$ cat src/rtl/lsu_byte_seq.sv
// ---------------------------------------------------------------------------
// lsu_byte_seq
//
// Load/store initiator for a byte-wide data memory. Takes one byte, halfword
// or word access from the execute stage over a valid/ready handshake, breaks
// it into single-byte memory cycles (little-endian, lowest address first) and
// returns one response. Loads are sign- or zero-extended to XLEN.
//
// Parameters
//   AWIDTH : memory byte-address width (must match the memory instance)
//   XLEN   : request address/data width (32 or wider)
//
// Ports
//   clk, rst            : clock, synchronous active-high reset
//   req_valid/req_ready : request handshake
//   req_we              : 1 = store, 0 = load
//   req_size            : 00 byte, 01 halfword, 10 word, 11 illegal
//   req_unsigned        : zero-extend loads when 1
//   req_addr            : byte address, only [AWIDTH-1:0] used
//   req_wdata           : right-aligned store data
//   rsp_valid           : one-cycle response pulse
//   rsp_rdata           : extended load data, 0 for stores and errors
//   rsp_err             : 1 = illegal size
//   mem_addr/mem_wdata/mem_wen : byte memory request
//   mem_rdata           : byte memory read data (combinational on mem_addr)
// ---------------------------------------------------------------------------
module lsu_byte_seq #(
   parameter int AWIDTH = 8,
   parameter int XLEN   = 32
) (
   input  logic              clk,
   input  logic              rst,
   input  logic              req_valid,
   output logic              req_ready,
   input  logic              req_we,
   input  logic [1:0]        req_size,
   input  logic              req_unsigned,
   input  logic [XLEN-1:0]   req_addr,
   input  logic [XLEN-1:0]   req_wdata,
   output logic              rsp_valid,
   output logic [XLEN-1:0]   rsp_rdata,
   output logic              rsp_err,
   output logic [AWIDTH-1:0] mem_addr,
   output logic [7:0]        mem_wdata,
   output logic              mem_wen,
   input  logic [7:0]        mem_rdata
);

   typedef enum logic [1:0] {
      S_IDLE   = 2'd0,
      S_ACCESS = 2'd1,
      S_RESP   = 2'd2
   } state_t;

   state_t            r_state;
   logic              r_ready;
   logic              r_rsp_valid;
   logic              r_rsp_err;
   logic [XLEN-1:0]   r_rsp_rdata;

   // Fields latched at acceptance; request inputs are ignored after that.
   logic              r_we;
   logic [1:0]        r_size;
   logic              r_uns;
   logic [AWIDTH-1:0] r_addr;
   logic [31:0]       r_wdata;
   logic [31:0]       r_buf;
   logic [1:0]        r_beat;

   logic              w_access;
   logic              w_last;
   logic [31:0]       w_buf_next;
   logic              w_unused;

   // Address bits above AWIDTH-1 are deliberately dropped.
   assign w_unused = ^req_addr;

   // Index of the final beat for the latched size (size 11 never reaches ACCESS).
   function automatic logic [1:0] f_last_beat(input logic [1:0] size);
      case (size)
         2'b00:   f_last_beat = 2'd0;
         2'b01:   f_last_beat = 2'd1;
         default: f_last_beat = 2'd3;
      endcase
   endfunction

   // Extend the assembled little-endian buffer to XLEN; the sign bit is the
   // top bit of the accessed width.
   function automatic logic [XLEN-1:0] f_extend(input logic [31:0] b,
                                                input logic [1:0]  size,
                                                input logic        uns);
      logic signed [7:0]  sb;
      logic signed [15:0] sh;
      logic signed [31:0] sw;
      sb = b[7:0];
      sh = b[15:0];
      sw = b;
      case (size)
         2'b00: begin
            if (uns) f_extend = XLEN'(b[7:0]);
            else     f_extend = XLEN'(sb);
         end
         2'b01: begin
            if (uns) f_extend = XLEN'(b[15:0]);
            else     f_extend = XLEN'(sh);
         end
         default: begin
            if (uns) f_extend = XLEN'(b);
            else     f_extend = XLEN'(sw);
         end
      endcase
   endfunction

   assign w_access = (r_state == S_ACCESS);
   assign w_last   = (r_beat == f_last_beat(r_size));

   // Buffer as it will look once the current beat's read byte is merged, so
   // the response can be formed on the same edge as the last capture.
   always_comb begin
      w_buf_next = r_buf;
      w_buf_next[{r_beat, 3'b000} +: 8] = mem_rdata;
   end

   // Memory side is decoded from registered state only; everything is forced
   // to zero during reset so no partial store beat can land.
   assign mem_addr  = (w_access && !rst) ? (r_addr + AWIDTH'(r_beat)) : '0;
   assign mem_wen   = w_access & r_we & ~rst;
   assign mem_wdata = (w_access && r_we && !rst) ? r_wdata[{r_beat, 3'b000} +: 8] : 8'h00;

   assign req_ready = r_ready & ~rst;
   assign rsp_valid = r_rsp_valid & ~rst;
   assign rsp_err   = r_rsp_err & ~rst;
   assign rsp_rdata = rst ? '0 : r_rsp_rdata;

   always_ff @(posedge clk) begin
      if (rst) begin
         r_state     <= S_IDLE;
         r_ready     <= 1'b0;
         r_rsp_valid <= 1'b0;
         r_rsp_err   <= 1'b0;
         r_rsp_rdata <= '0;
         r_beat      <= 2'd0;
      end else begin
         case (r_state)
            S_IDLE: begin
               r_rsp_valid <= 1'b0;
               r_rsp_err   <= 1'b0;
               r_rsp_rdata <= '0;
               if (req_valid && r_ready) begin
                  r_we    <= req_we;
                  r_size  <= req_size;
                  r_uns   <= req_unsigned;
                  r_addr  <= req_addr[AWIDTH-1:0];
                  r_wdata <= req_wdata[31:0];
                  r_beat  <= 2'd0;
                  r_ready <= 1'b0;
                  if (req_size == 2'b11) begin
                     // Illegal size: respond immediately, touch no memory.
                     r_state     <= S_RESP;
                     r_rsp_valid <= 1'b1;
                     r_rsp_err   <= 1'b1;
                  end else begin
                     r_state <= S_ACCESS;
                  end
               end else begin
                  r_ready <= 1'b1;
               end
            end
            S_ACCESS: begin
               r_buf <= w_buf_next;
               if (w_last) begin
                  r_state     <= S_RESP;
                  r_rsp_valid <= 1'b1;
                  r_rsp_rdata <= r_we ? '0 : f_extend(w_buf_next, r_size, r_uns);
               end else begin
                  r_beat <= r_beat + 2'd1;
               end
            end
            S_RESP: begin
               r_state     <= S_IDLE;
               r_rsp_valid <= 1'b0;
               r_rsp_err   <= 1'b0;
               r_rsp_rdata <= '0;
               r_ready     <= 1'b1;
            end
            default: begin
               r_state <= S_IDLE;
               r_ready <= 1'b0;
            end
         endcase
      end
   end

endmodule

$ cat config.mk
export PLATFORM = sky130hd
export DESIGN_NAME = lsu_byte_seq
export DESIGN_NICKNAME = d
export VERILOG_FILES = /design/src/rtl/lsu_byte_seq.sv
export SDC_FILE = /design/constraint.sdc
export NUM_CORES = 1
export LEC_CHECK = 0
export CAP_MARGIN = 20
export CORE_MARGIN = 2
export CORE_UTILIZATION = 50
export CTS_CLUSTER_SIZE = 14
export DETAILED_ROUTE_END_ITERATION = 16
export GPL_TIMING_DRIVEN = 0
export PLACE_DENSITY = 0.8
export SLEW_MARGIN = 5
export SYNTH_ARGS = -nofsm -noshare
export SYNTH_HDL_FRONTEND = slang
export SYNTH_SLANG_ARGS = --single-unit
$ cat constraint.sdc
create_clock -name clk -period 5.7 [get_ports clk]
set_clock_uncertainty 0.15 [all_clocks]
set_input_delay 1.14 -clock clk [delete_from_list [all_inputs] [get_ports clk]]
set_output_delay 1.14 -clock clk [all_outputs]
set_load 0.02 [all_outputs]
==> flow_metrics.py <==
metrics = {
    "pwr": {
        "power.density_nw_per_um2": 349.6,
        "p_leak_nw": 2.664,
        "vdd_drop_max_mv": 0.1960,
    },
    "worst_setup_path": {
        "ff2ff_setup_slack_ns": 2.20,
        "r2r_start": "r_beat[1]$_SDFFE_PP0P_",
        "critPathMaxFanout": 10,
        "r2r_cells": 8,
        "arrival_ns": 3.39,
        "reg2reg_to": "r_rsp_rdata[22]$_SDFFE_PP0P_",
        "cp-start-kind": "primary input",
        "startpoint": "rst",
        "cp-end-kind": "output pin",
        "worstPathRequired_ns": 4.41,
        "endpoint": "rsp_valid",
        "crit_type": "primary input to output pin",
    },
    "clock_network": {
        "postCtsResizedCells": 0,
        "cts_tree": "done",
        "clkTransAtPathRegs_ns": 0.05,
        "clockRootBuffer": "clkbuf_8",
        "numCtsBuffers": 17,
        "cts_hold_buffers": 0,
        "clockBufferDepth": 2,
        "htree_levels": 4,
        "cts_setup_buffers": 0,
        "clock_latency_ns": 0.51,
        "clock-sinks": 115,
    },
    "worst_hold_path": {
        "hold_path_class": "register to register",
    },
    "cells_and_area": {
        "final_nets": 694,
        "final_cells": 751,
        "drive_above_1_share": 0.1024,
        "areaGrowthSynthToFinish_pct": 34.30,
        "insertedDiodeCount": 0,
        "fillerInstances": 784,
        "stdcell_area_um2": 7197,
    },
    "placement": {
        "placed_area_um2": 6636,
        "dpl.hpwl_um": 9048,
        "dpl.cell_count": 720,
        "place_congestion": 0.8120,
        "port_buffers": 105,
        "dp_slack_ns": 1.043,
    },
    "logic_synthesis": {
        "syn-cell-area_um2": 5359,
        "yosysMostFrequentCell": "edfxtp_1",
        "async_reset_ff_frac": 0,
        "synth_area_leaders": "edfxtp_1 (43%), dfxtp_1 (15%), nor2b_1 (4.2%), nand3_1 (3.6%), mux4_2 (3.4%)",
        "synthTopCellsByCount": "edfxtp_1 (76), nand2_1 (48), dfxtp_1 (39), nand3_1 (39), nor2b_1 (36)",
        "synth_area_per_cell_um2": 11.23,
        "ys_seq_area_frac": 0.5716,
        "synth_cells": 477,
        "synth_top_cell_area_share": 0.4259,
        "synth_edf_count": 76,
        "ys.flop_type": "edfxtp_1",
        "syn_nets": 568,
        "synth_cell_types": 52,
        "yosys_warnings": 0,
        "synth_top_area_cell": "edfxtp_1",
        "synth-seq-cells": 115,
    },
    "global_route": {
        "grt_usage": 0.2388,
        "grt_pass1_vias": 4306,
        "antenna_found_initial": 0,
        "grt_max_degree": 30,
        "grt_overflow_total": 0,
        "grt_pass1_wl_um": 20840,
    },
    "sta": {
        "hold_violations": 0,
        "rsz0062_at_grt": "false",
        "setup_tns_ns": 0,
        "drv_slew": 0,
        "period_share": 0.8206,
        "setup_viol": 0,
        "period_needed_ns": 4.677,
        "fin_ws_ns": 1.023,
        "slew_headroom": 0.3705,
        "max_freq_ghz": 0.2138,
        "tightest_slew_ns": 0.9325,
    },
    "drt": {
        "firstDrtPassIters": 4,
        "avgViaCountPerCell": 5.571,
        "wl_um": 13040,
        "wl_per_cell_um": 17.37,
        "drc": 0,
        "drtIter0Drc": 211,
        "num_vias": 4184,
        "route.antenna.remaining_nets": 0,
    },
    "floorplanning": {
        "coreArea_um2": 10370,
        "initial_utilization": 0.5168,
        "ioPinCount": 131,
        "die_x_um": 107.5,
        "dieArea_um2": 11560,
        "rows": 37,
        "die_h_um": 107.5,
    },
    "run_status": {
        "outcome": "complete, no violations",
    },
    "flow_run": {
        "cap_violations": 0,
    },
}
worst max-delay path, cell delays in order:
cell	delay, ns
buf_2	0.21
clkbuf_1	0.40
clkbuf_1	0.49
clkbuf_1	0.48
nor2b_1	0.10
clkdlybuf4s50_1	0.56
logic make-up after synthesis:
group           after synthesis  synth area share
fa+ha+maj                    12           0.02942
compound gates               83            0.1065
simple gates                198            0.2013
flops                       115            0.5716
mux                           8           0.03362
xor+xnor                      7           0.01284
buf+inv                      54           0.04482
report_power, final:
part / internal, mW / leakage (nW) / switching (mW)
combinational: 0.188 / 1.38 / 0.309
clock: 0.653 / 0.275 / 0.356
sequential: 0.979 / 1.00 / 0.0306
cell usage in the layout (no fill, tap or decap), types with 2 or more instances in the layout:
cell type        netlist  final
xor2_1                 4      4
a31o_2                 5      5
clkbuf_1              14     14
clkdlybuf4s50_1        0    105
o211ai_1               9      9
a22oi_1                7      7
and3_1                24     24
o21ai_0               12     12
nand4b_1               2      2
buf_1                  3      3
clkbuf_2               1      2
edfxtp_1              76     76
buf_6                  4      4
a21oi_1               19     19
inv_1                 26     26
clkinv_1               1      3
and2_1                 2      2
clkinvlp_4             0      2
nand2b_1              17     17
mux4_2                 8      8
nor2b_1               36     36
xnor2_1                2      2
nand2_1               48     48
nor3_1                10     10
a31o_1                 2      2
clkbuf_16              0     16
nor2_1                11     10
dfxtp_1               39     39
o31ai_1               16     16
nand3b_1               2      2
ha_1                  11     11
nand3_1               39     39
bufinv_16              0      3
clkinv_2               0      6
buf_2                  5      5
layout make-up:
class	count	area, um2	share of cell area
sequential	115	3063	0.4256
multi-input combinational	308	2063	0.2867
timing repair buffer	107	1099	0.1526
clock buffer	18	417.9	0.05807
tap	136	170.2	0.02364
clock inverter	13	142.6	0.01982
buffer	27	140.1	0.01947
inverter	27	101.3	0.01408
metal layers:
layer  global-route usage  vias up  routed length, um
met3              0.08111       25               1141
met2               0.3899      194               6273
met4              0.09524        0                293
li1                     -     1997                  -
met5                    0        -                  0
met1               0.2912     1968               5334
stage by stage:
stage               power, mW    util  hold WS [ns]
floorplan               1.329       -        0.3337
global placement        1.483  0.6345        0.3532
detailed placement      1.514  0.6400        0.3815
CTS                     2.522  0.6940        0.3832
global route            2.615  0.6940        0.4071
finish                  2.516  0.6940        0.3779
flip-flops by register name, summed over array words and instances, names as in the netlist:
signal,count
r_state,2
r_addr,8
r_beat,2
r_ready,1
r_buf,32
r_uns,1
r_rsp_valid,1
r_size,2
r_we,1
r_rsp_err,1
r_rsp_rdata,32
r_wdata,32
worst min-delay path by stage:
| stage | startpoint | slack [ns] | endpoint | cells past startpoint |
|---|---|---|---|---|
| 2_1_floorplan | r_state[0]$_SDFFE_PP0P_ | 0.33 | r_state[0]$_SDFFE_PP0P_ | 2 |
| 3_3_place_gp | r_rsp_valid$_SDFFE_PP0P_ | 0.35 | r_rsp_valid$_SDFFE_PP0P_ | 2 |
| 3_5_place_dp | r_rsp_err$_SDFFE_PP0N_ | 0.38 | r_rsp_err$_SDFFE_PP0N_ | 2 |
| 4_1_cts | r_rsp_valid$_SDFFE_PP0P_ | 0.38 | r_rsp_valid$_SDFFE_PP0P_ | 2 |
| 5_1_grt | r_rsp_valid$_SDFFE_PP0P_ | 0.41 | r_rsp_valid$_SDFFE_PP0P_ | 2 |
| 6_report | r_rsp_valid$_SDFFE_PP0P_ | 0.38 | r_rsp_valid$_SDFFE_PP0P_ | 2 |
Power figures use the tool's default switching activity.
